**src/rtl/tmds_pkg.sv**
```systemverilog
// tmds_pkg: shared TMDS constants and the popcount helper.
package tmds_pkg;

    localparam int CNT_W = 5;

    localparam logic [9:0] CTRL_00 = 10'b1101010100;
    localparam logic [9:0] CTRL_01 = 10'b0010101011;
    localparam logic [9:0] CTRL_10 = 10'b0101010100;
    localparam logic [9:0] CTRL_11 = 10'b1010101011;

    function automatic logic [3:0] popcount8(input logic [7:0] v);
        logic [3:0] n;
        n = '0;
        for (int i = 0; i < 8; i++) n = n + 4'(v[i]);
        return n;
    endfunction

endpackage

```
**src/rtl/tmds_encoder.sv**
```systemverilog
// tmds_encoder: one-lane DVI TMDS 8b/10b encoder, three-stage pipeline.
module tmds_encoder
    import tmds_pkg::*;
(
    input  logic       clk_1x,
    input  logic       rst,
    input  logic       de,
    input  logic       c0,
    input  logic       c1,
    input  logic [7:0] data_in,
    output logic [9:0] q_out
);

    logic                    s1_de;
    logic [1:0]              s1_c;
    logic [7:0]              s1_d;
    logic [3:0]              s1_n1;
    logic [8:0]              qm;
    logic                    s2_de;
    logic [1:0]              s2_c;
    logic [8:0]              s2_qm;
    logic [3:0]              s2_n1;
    logic [3:0]              s2_n0;
    logic signed [CNT_W-1:0] cnt;
    logic signed [CNT_W-1:0] cnt_nx;
    logic signed [CNT_W-1:0] diff;
    logic [9:0]              q_nx;

    // Ignored inputs are zeroed on capture so an X there never reaches q_out.
    always_ff @(posedge clk_1x or posedge rst)
        if (rst) begin
            s1_de <= 1'b0;
            s1_c  <= 2'b00;
            s1_d  <= 8'h00;
            s1_n1 <= 4'd0;
        end else begin
            s1_de <= de;
            s1_c  <= de ? 2'b00 : {c1, c0};
            s1_d  <= de ? data_in : 8'h00;
            s1_n1 <= de ? popcount8(data_in) : 4'd0;
        end

    always_comb begin : stage_a
        logic xnor_mode;
        logic [8:0] m;
        xnor_mode = (s1_n1 > 4'd4) || (s1_n1 == 4'd4 && !s1_d[0]);
        m = '0;
        m[0] = s1_d[0];
        for (int i = 1; i < 8; i++) m[i] = xnor_mode ? ~(m[i-1] ^ s1_d[i]) : (m[i-1] ^ s1_d[i]);
        m[8] = ~xnor_mode;
        qm = m;
    end

    always_ff @(posedge clk_1x or posedge rst)
        if (rst) begin
            s2_de <= 1'b0;
            s2_c  <= 2'b00;
            s2_qm <= '0;
            s2_n1 <= 4'd0;
            s2_n0 <= 4'd0;
        end else begin
            s2_de <= s1_de;
            s2_c  <= s1_c;
            s2_qm <= qm;
            s2_n1 <= popcount8(qm[7:0]);
            s2_n0 <= 4'd8 - popcount8(qm[7:0]);
        end

    // cnt and diff are both nonzero in the middle branch, so equal sign bits mean same sign.
    always_comb begin : stage_b
        diff   = CNT_W'(s2_n1) - CNT_W'(s2_n0);
        q_nx   = s2_c == 2'b00 ? CTRL_00 : s2_c == 2'b01 ? CTRL_01 : s2_c == 2'b10 ? CTRL_10 : CTRL_11;
        cnt_nx = '0;
        if (s2_de) begin
            if (cnt == 0 || diff == 0) begin
                q_nx   = {~s2_qm[8], s2_qm[8], s2_qm[8] ? s2_qm[7:0] : ~s2_qm[7:0]};
                cnt_nx = s2_qm[8] ? cnt + diff : cnt - diff;
            end else if (cnt[CNT_W-1] == diff[CNT_W-1]) begin
                q_nx   = {1'b1, s2_qm[8], ~s2_qm[7:0]};
                cnt_nx = cnt + CNT_W'({s2_qm[8], 1'b0}) - diff;
            end else begin
                q_nx   = {1'b0, s2_qm[8], s2_qm[7:0]};
                cnt_nx = cnt + diff - (s2_qm[8] ? CNT_W'(0) : CNT_W'(2));
            end
        end
    end

    always_ff @(posedge clk_1x or posedge rst)
        if (rst) begin
            q_out <= 10'h000;
            cnt   <= '0;
        end else begin
            q_out <= q_nx;
            cnt   <= cnt_nx;
        end

endmodule

```
**config.mk**
```make
export PLATFORM = sky130hd
export DESIGN_NAME = tmds_encoder
export DESIGN_NICKNAME = d
export VERILOG_FILES = /design/src/rtl/tmds_pkg.sv /design/src/rtl/tmds_encoder.sv
export SDC_FILE = /design/constraint.sdc
export NUM_CORES = 1
export LEC_CHECK = 0
export BUFFER_PORTS_ARGS = -buffer_cell sky130_fd_sc_hd__buf_4
export CORE_AREA = 2 2 72 74
export DETAILED_ROUTE_END_ITERATION = 10
export DIE_AREA = 0 0 74 76
export PLACE_DENSITY = 0.76
export SYNTH_ARGS = -nofsm -noshare
export SYNTH_HDL_FRONTEND = slang
export SYNTH_SLANG_ARGS = --single-unit
```
**constraint.sdc**
```tcl
create_clock -name clk_1x -period 5.9 [get_ports clk_1x]
set_clock_uncertainty 0.2 [all_clocks]
set_input_delay 0.59 -clock clk_1x [delete_from_list [all_inputs] [get_ports clk_1x]]
set_output_delay 0.59 -clock clk_1x [all_outputs]
set_load 0.005 [all_outputs]
```
# Yosys cells after proc, flatten, opt, wreduce, memory -nomap -nowiden
# Cells that the tools add are included.
[classes] addsub=21 magnitude_cmp=1 n_eq_ne=4 muxes=22 bitwise=17 reduce_logical=7
[ops] op="$logic_not A32 Y1" count=2
[ops] op="$mux W10" count=6
[ops] op="$add A4 B1 Y4" count=8
[ops] op="$mux W5" count=4
[ops] op="$mux W8" count=2
[ops] op="$sub A5 B5 Y5" count=2
[ops] op="$not A1 Y1" count=9
[ops] op="$add A3 B1 Y4" count=2
[ops] op="$not A8 Y8" count=1
[ops] op="$mux W1" count=7
[ops] op="$xor A1 B1 Y1" count=7
[ops] op="$add A2 B1 Y3" count=2
[ops] op="$add A5 B2 Y5" count=1
[ops] op="$add A5 B5 Y5" count=1
[ops] op="$sub A4 B4 Y5" count=1
[ops] op="$sub A5 B3 Y5" count=1
[ops] op="$add A1 B1 Y2" count=2
[ops] op="$eq A4 B3 Y1 const B" count=1
[ops] op="$gt A4 B3 Y1 const B" count=1
[ops] op="$mux W2" count=2
[ops] op="$mux W4" count=1
[ops] op="$sub A4 B4 Y4 const A" count=1
[ops] op="$eq A2 B1 Y1 const B" count=1
[ops] op="$eq A2 B2 Y1 const B" count=1
[ops] op="5 further kinds" count=6
[totals] ff_bits=50 in_bits=13 output_inout_bits=10

# Longest topological paths before layout
# Gate-level depths: netlist (run 1).
[logic_depth] ltp_word=24 mapped_depth=14

# Worst setup path before layout (run 1)
# OpenSTA, ideal clock, no wires.
[synth_timing] path_kind="register to register" from="reg s1_d[0]" to="reg s2_n0[3]" arrival_ps=3817 t_required_ps=5568 setup_slack_ps=1751 path_stages_with_launch=15 path_buffers=0 synth_period_minus_slack_ps=4149 cell_sequence="dfrtp_1 xor2_1 xor2_2 xnor2_2 xor2_1 xor2_1 xor2_1 fa_1 fa_1 ha_1 inv_1 fa_1 xnor2_1 nor3_1 xor2_1"
[synth_between] elab_chain_len=24
[synth_rtl] element="from (decl)" line="tmds_encoder.sv:16" text="logic [7:0] s1_d;"
[synth_rtl] element="from (signal assigned)" line="tmds_encoder.sv:39" text="s1_d <= de ? data_in : 8'h00;"
[synth_rtl] element="$logic_not A1 Y1" line="tmds_encoder.sv:46" text="xnor_mode = (s1_n1 > 4'd4) || (s1_n1 == 4'd4 && !s1_d[0]);"
[synth_rtl] element="$logic_and A1 B1 Y1" line="tmds_encoder.sv:46"
[synth_rtl] element="$logic_or A1 B1 Y1" line="tmds_encoder.sv:46"
[synth_rtl] element="$mux W1" line="tmds_encoder.sv:49" text="for (int i = 1; i < 8; i++) m[i] = xnor_mode ? ~(m[i-1] ^ s1_d[i]) : (m[i-1] ^ s1_d[i]);"
[synth_rtl] element="$xor A1 B1 Y1" line="tmds_encoder.sv:49"
[synth_rtl] element="$not A1 Y1" line="tmds_encoder.sv:49"
[synth_rtl] element="$mux W1 *" line="tmds_encoder.sv:49"
[synth_rtl] element="net qm[2]" line="tmds_encoder.sv:18" text="logic [8:0] qm;"
[synth_rtl] element="(+5 left out)"
[synth_rtl] element="$mux W1 *" line="tmds_encoder.sv:49"
[synth_rtl] element="$xor A1 B1 Y1 *" line="tmds_encoder.sv:49"
[synth_rtl] element="$not A1 Y1" line="tmds_encoder.sv:49"
[synth_rtl] element="$mux W1 *" line="tmds_encoder.sv:49"
[synth_rtl] element="net qm[5]" line="tmds_encoder.sv:18"
[synth_rtl] element="branches (longest 6 deep; another with $add A4 B1 Y4)"
[synth_rtl] element="$add A4 B1 Y4 *" line="tmds_pkg.sv:14" text="for (int i = 0; i < 8; i++) n = n + 4'(v[i]);"
[synth_rtl] element="$sub A4 B4 Y4 *" line="tmds_encoder.sv:66" text="s2_n0 <= 4'd8 - popcount8(qm[7:0]);"
[synth_rtl] element="to (signal assigned)" line="tmds_encoder.sv:66"
[synth_rtl] element="to (decl)" line="tmds_encoder.sv:23" text="logic [3:0] s2_n0;"
# Mark *: on every way through the listed nets, which the timed path passes.

# Final worst setup path (run 1)
# Same ends and word-level chain as after synthesis.

==> results of run 1 <==
[metrics by stage]
step | hold WS (ns) | cell area, sq um | cells
floorplan | 0.1312 | 2796 | 251
global placement | 0.1344 | 3014 | 338
detailed placement | 0.1355 | 3014 | 338
CTS | 0.1466 | 3122 | 346
global route | 0.1597 | 3122 | 346
finish | 0.1452 | 3122 | 346
[routing by layer]
layer | vias up | wire [microns]
met3 | 4 | 180
met5 | - | 0
met1 | 767 | 1854
met4 | 0 | 34
li1 | 863 | -
met2 | 30 | 1941
[layout make-up]
cell class | instances | area [sq um]
clock buffers | 6 | 72.57
clock inverters | 2 | 35.03
fillers | 388 | 1790
inverters | 34 | 127.6
multi-input cells | 164 | 1433
flip-flops and latches | 48 | 1201
well taps | 70 | 87.58
repair buffers | 22 | 165.2
[worst max-delay path, delay by kind of cell, from the launching register on]
family / cells / cell delay (ns)
adder cells (fa/ha/maj): 4 / 1.65
buffers and inverters: 2 / 0.12
XOR/XNOR: 7 / 1.75
flip-flops: 1 / 0.43
AND/OR/NAND/NOR: 1 / 0.21
[flip-flops by register name (all words and copies together), names as in the netlist]
register,flops
q_out,10
s2_n1,3
s2_c,2
s1_n1,4
s2_de,1
s1_d,8
s1_c,2
cnt,5
s2_n0,3
s2_qm,9
s1_de,1
[synth_stat cells]
library cell	count	area share (%)
sky130_fd_sc_hd__a211oi_2	1	0.45
sky130_fd_sc_hd__o21a_1	1	0.27
sky130_fd_sc_hd__dfrtp_1	48	43
sky130_fd_sc_hd__a21o_1	2	0.54
sky130_fd_sc_hd__nor2_1	13	1.7
sky130_fd_sc_hd__nor2_2	1	0.22
sky130_fd_sc_hd__xnor2_1	13	4.1
sky130_fd_sc_hd__o22ai_1	1	0.22
sky130_fd_sc_hd__nor4_2	1	0.45
sky130_fd_sc_hd__buf_6	2	0.81
sky130_fd_sc_hd__a31o_1	8	2.5
sky130_fd_sc_hd__clkbuf_2	1	0.18
sky130_fd_sc_hd__a21oi_1	13	2.3
sky130_fd_sc_hd__fa_1	12	8.6
sky130_fd_sc_hd__and2_1	12	2.7
sky130_fd_sc_hd__nand2_1	5	0.67
sky130_fd_sc_hd__inv_1	34	4.6
sky130_fd_sc_hd__xnor2_2	1	0.58
sky130_fd_sc_hd__or3_1	8	1.8
sky130_fd_sc_hd__nand3_1	1	0.18
sky130_fd_sc_hd__nor2b_1	3	0.67
sky130_fd_sc_hd__a211o_1	1	0.31
sky130_fd_sc_hd__a211oi_1	2	0.54
sky130_fd_sc_hd__o21ai_0	11	2.0
sky130_fd_sc_hd__o21ai_1	2	0.36
sky130_fd_sc_hd__mux2i_1	1	0.36
sky130_fd_sc_hd__o21bai_1	1	0.27
sky130_fd_sc_hd__xor2_1	11	3.4
sky130_fd_sc_hd__nand2b_1	2	0.45
sky130_fd_sc_hd__clkbuf_1	2	0.27
sky130_fd_sc_hd__nor3_1	5	0.89
sky130_fd_sc_hd__ha_1	26	12
sky130_fd_sc_hd__xor2_2	2	1.2
sky130_fd_sc_hd__a22oi_4	1	0.76
sky130_fd_sc_hd__and2_4	1	0.31
sky130_fd_sc_hd__o2bb2ai_2	1	0.54
sky130_fd_sc_hd__o211ai_1	1	0.27
[final timing paths]
kind | from | to | slack, ns | depth (start not counted)
hold / removal | s1_de | s2_de | 0.15 | 0
max in group asynchronous | rst | s1_d[3] | 4.61 | 2
hold reg to reg | s1_de | s2_de | 0.15 | 0
min in group asynchronous | rst | s2_qm[5] | 0.32 | 2
setup reg to reg | s1_d[0] | s2_n0[3] | 1.47 | 14
setup / recovery | s1_d[0] | s2_n0[3] | 1.47 | 14
[cells by family after synthesis]
kind of cell               synth area share (%)
DFF                                       42.95
buffers and inverters                     5.816
xor gates and xnor gates                  9.262
AOI/OAI and AO/OA                         11.32
adders and majority gates                 20.22
and+or+nand+nor                           10.07
muxes                                    0.3580
==> impl_summary.md, run 1 <==
Placement
Buffers placed on the I/O ports in this run total 22. The pre-CTS worst setup slack is approximately 1.5 ns. At the end of routability-driven placement, the weighted congestion stood at between 0.8 and 0.9. The wire-length estimate of the detail-placed layout is between 3 and 4 mm.

Global routing
The number of antenna violations at the first check in global routing is 0. Global routing used between 10% and 20% of the available tracks. The maximum number of pins on one net before global-route repair is 49. The met3 track demand over resource in global routing is around 5.7%. The via count of the first global-routing pass is about 1.7k. The peak-usage layer in the global routing report is met2. The leftover overflow at the end of global routing is 0. The first global-routing pass estimated ~7.5 mm of wire. Global routing consumed, on the met2 layer, 25.89% of the routing resources.

Global routing consumed, on the met1 layer, around a quarter of the routing resources.

Clocking
The clock tree synthesis step divided the H-tree into 2 levels. The clock tree from TritonCTS is yes. Counting every sink on the clock net gives 48. The TritonCTS buffer count is 5.

The number of post-CTS setup repair buffers is 0. Clock-pin slew was measured on the worst setup and hold paths at 0.08 ns. Buffers inserted to repair hold after CTS numbered 0. The clock passes through at most 2 buffers. The later pin in the worst-skew pair is clocked with a latency of 0.29 ns. The library cell used as clock root buffer is sky130_fd_sc_hd__clkbuf_8. The number of cells upsized or downsized after cts is 0.

Critical path
Along the worst path, the maximum fanout reaches 4. Traced cell by cell, the critical path runs through xor2_1 -> xor2_2 -> xnor2_2 -> xor2_1 -> xor2_1 -> xor2_1 -> fa_1 -> fa_1 -> ha_1 -> inv_1 -> fa_1 -> inv_1 -> nor3_1 -> xor2_1. The type of the worst setup path is reg2reg. On the worst path, the slowest cell contributes a delay of 0.51 ns. The startpoint class of the critical path is a flop.

The slowest library cell on the worst path is sky130_fd_sc_hd__fa_1. The cell type with the highest occurrence count on the critical path is sky130_fd_sc_hd__xor2_1. For the worst setup path, the data required time is 5.92 ns. The kind of end point of the critical path is a flop.

The arrival time reported for the critical path endpoint is ~4.5 ns.

Synth
The sequential element share of the synthesized area is a little over two fifths. The flip-flop and latch count after synthesis is 48. Each instance of the synthesized netlist takes up on average ~11 sq um. The Yosys warning count is 0. The cell count after synthesis came out at roughly 250. The count of cell types in the netlist is 37.

The area of the mapped netlist is around 0.0028 sq mm. The number of nets handed over by synthesis was just over 300.

Status
The flow ran to the end, and the final reports show no timing, DRC or antenna violations.

Layout
The final-stage net count is approximately 330. Cells with a size suffix above 1 make up between 10% and 20% of the layout. In the layout the commonest cells are 48 x sky130_fd_sc_hd__dfrtp_1, 33 x sky130_fd_sc_hd__inv_1, 26 x sky130_fd_sc_hd__ha_1, 22 x sky130_fd_sc_hd__buf_4. The most frequent standard cell in the layout excluding fill and tap cells is sky130_fd_sc_hd__dfrtp_1. The area growth from synthesis to layout is 11.63%. The utilization after layout is ~64%. 0 antenna diodes ended up in the layout.

Route
The remaining antenna violation count is 0. In the routed design, unresolved DRC markers number 0. After the first detailed-routing iteration, the DRC count stood at 64. The pre-antenna-repair detailed-routing pass consisted of 4 iterations.

After detailed routing, the average wire length per cell comes to around 12 microns. Summed over all layers, the routed wires come to 4.011 mm. The vias after detailed routing is 1664.

The detail-routed via count per cell is about 4.8.

Timing
Setup repair after global routing left no endpoint under its margin. The number of endpoints with negative hold slack in the final report was 0. The sum of negative setup slack is 0 ns. The smallest clock period supported by the final layout is computed as 4.433 ns.

At the pin with the least slew margin, the transition time is 0.9345 ns. The number of pins exceeding their max-slew limit in the final report is 0. In this run the tightest slew margin relative to its limit is between 30% and 40%. The worst path meets setup with ~1.5 ns of slack. Setup violations remaining at the end of the flow were counted as 0. For this run, the top clock speed supported by timing is ~0.23 GHz.

Dividing the final minimum period by the clock period gives between 70% and 80%.

Floorplanning
Once the floorplan was initialized, standard cells occupied between 50% and 60% of the core. The number of top-level design ports is 23. The area of the die is around 0.0056 sq mm.

The die is approximately 76 microns tall. The die is about 74 microns wide. The floorplan has 26 rows. After floorplanning, the core was sized to cover 0.004912 sq mm.

Worst hold path
The type of the tightest min-delay check is reg2reg.

Run
The max-capacitance violation count is 0.
Power of run 1 is left out: the tool's default activity adds up to more than one toggle a clock period on the data nets, which glitch-free logic cannot reach.
==> run 2, diff against run 1 <==
==> constraint.sdc (replaced) <==
create_clock -name clk_1x -period 4.1 [get_ports clk_1x]
set_clock_uncertainty 0.2 [all_clocks]
set_input_delay 0.41 -clock clk_1x [delete_from_list [all_inputs] [get_ports clk_1x]]
set_output_delay 0.41 -clock clk_1x [all_outputs]
set_load 0.005 [all_outputs]
==> impl_summary.md, run 2 (synthesis results as in run 1) <==
Floorplanning
The site row count is 26. In this run the horizontal extent of the chip is about 74 microns. The number of top-level design ports is 23. In this run the vertical extent of the chip is around 76 microns. The area of the die is between 0.005 and 0.006 sq mm.

The core region is slightly below 0.005 sq mm. Once the floorplan was initialized, standard cells occupied between 50 and 60% of the core.

Global routing
The first global-routing pass estimated between 7 and 8 mm of wire. Global routing used 17.27% of the available tracks across all layers. Entering global routing, the biggest net connects between 40 and 50 pins. The via count of the first global-routing pass came to 1755. The number of antenna violations at the first check in global routing was 0. Summed over all layers, the global routing overflow is 0.

Timing
The number of endpoints with negative hold slack in the final report was 0. The worst max-slew margin expressed relative to the limit is a little under two fifths. Of the available clock period, the critical path in the final layout requires 102.5%. Setup repair after global routing could not meet its margin everywhere. Once routing completed, OpenROAD measured the worst setup slack at -0.1006 ns. Timing would allow up to 0.2381 GHz. The final period demand of the worst path is 4.201 ns. The number of pins exceeding their max-slew limit in the final report is 0.

The actual slew at the worst max-slew pin is roughly 0.94 ns. Setup violations remaining at the end of the flow were counted as 3.

Layout
Once layout is done, the placed cells without fillers occupy roughly 0.0033 sq mm. The share of cells above drive strength 1 is a little over a fifth. The number of flip-flops in the largest register is 10.

In the layout the commonest cells are 48 x sky130_fd_sc_hd__dfrtp_1, 36 x sky130_fd_sc_hd__buf_4, 32 x sky130_fd_sc_hd__inv_1, 24 x sky130_fd_sc_hd__ha_1. The area growth from synthesis to layout is 16.87%. Leaving out fill and tap cells, the most frequent cell in the layout is sky130_fd_sc_hd__dfrtp_1.

The number of antenna diodes in the final layout is 0. The register with the most flip-flops in the final layout is q_out. The final-stage net count is 340. The largest registers in the layout are q_out (10), s2_qm (9), s1_d (8).

Clocking
The TritonCTS buffer count is 5. The clock tree from TritonCTS is yes. The later pin in the worst-skew pair is clocked with a latency of roughly 0.3 ns. The hold-fix buffer count after cts is 0. The H-tree depth is 2. Clock tree synthesis found a total of 48 sinks. After clock tree synthesis, the clock-pin slew on the worst setup and hold paths is roughly 0.09 ns. The buffer depth of the longest clock path is 2. The library cell used as clock root buffer is sky130_fd_sc_hd__clkbuf_8.

Placement
The wire-length estimate of the detail-placed layout is ~3.3 mm. Port buffering added 22 buffers. Routability-driven placement finished with a final weighted congestion of roughly 0.85. At the placement stage, the worst setup path has a slack of -0.1057 ns. The post-place instance area is a little over 0.003 sq mm.

Route
After detailed routing, the total wire length is 4.357 mm. In this run the remaining antenna-violating nets after routing total 0. The detail-routed via count per cell is around 4.9.

The routed layout has between 1.5k and 2k vias. The pre-antenna-repair detailed-routing pass consisted of 4 iterations. The post-detailed-route DRC marker count is 0. The detailed router finished its first iteration with between 100 and 150 violations.

The wire length per cell is approximately 12 microns.

Critical path
The launching point of the worst reg2reg path is s1_d[1]. The required time at the endpoint of the critical path is roughly 4.1 ns. The setup slack of the worst register-to-register path is -0.10 ns. For the worst setup path, the data arrival time is approximately 4.2 ns.

The worst setup path is captured at a flop. The type of the worst setup path is reg2reg. The start point of the critical path is s1_d[1]. The critical-path maximum fanout is 2. The worst setup path is launched from a flop.

Status
The final reports fail on negative setup slack. The run finished, with violations left.

Worst hold path
The type of the tightest min-delay check is in2async.

Run
The max-capacitance violation count is 0.
[run 2: metrics by stage]
step                hold slack (ns)  cells  TNS [ns]  util, %
floorplan                    0.1312    251         0        -
global placement             0.1336    344         0    62.43
detailed placement           0.1355    344   -0.1057    62.43
CTS                          0.1102    355  -0.07704    65.41
global route                 0.1087    360   -0.7220    66.53
finish                       0.1154    360   -0.2082    66.53
[run 2: routing by layer]
metal  part of all wire (%)  track usage, %
met5                      0               0
met4                    1.4           5.455
met3                    3.2           3.968
met2                     52           28.93
met1                     43           21.93
[run 2: what timing repair did]
item / CTS / global route
hold endpoints to repair: 0 / 0
setup buffers: 3 / 5
setup endpoints to repair: 2 / 4
gates resized for setup: 2 / 5
pin swaps: 2 / 6
[run 2: worst paths after layout]
path	end	cells after the start
min in group clk_1x	s1_de	1
max reg2reg	s2_n0[3]	14
max	s2_n0[3]	14
min	s2_qm[0]	2
max in group asynchronous	s2_qm[8]	2
min reg2reg	s2_de	0
[run 2: critical path, cell delays in order, from the launching register on]
cell and delay [ns]:
sky130_fd_sc_hd__dfrtp_1 0.40, sky130_fd_sc_hd__xor2_2 0.24, sky130_fd_sc_hd__xor2_2 0.23, sky130_fd_sc_hd__xnor2_2 0.16, sky130_fd_sc_hd__xor2_1 0.24, sky130_fd_sc_hd__xor2_1 0.24
sky130_fd_sc_hd__xor2_1 0.28, sky130_fd_sc_hd__fa_1 0.45, sky130_fd_sc_hd__fa_1 0.54, sky130_fd_sc_hd__ha_2 0.21, sky130_fd_sc_hd__inv_2 0.04, sky130_fd_sc_hd__fa_2 0.52
sky130_fd_sc_hd__inv_1 0.06, sky130_fd_sc_hd__nor3_2 0.17, sky130_fd_sc_hd__xor2_1 0.15
[run 2: layout make-up]
type / count / area (sq um)
timing repair buffer: 36 / 270.3
clock inverter: 3 / 42.54
inverter: 34 / 127.6
sequential: 48 / 1201
clock buffer: 5 / 68.82
multi-input combinational: 164 / 1470
tap: 70 / 87.58
fill: 384 / 1644
Power of run 2 is left out for the same reason.
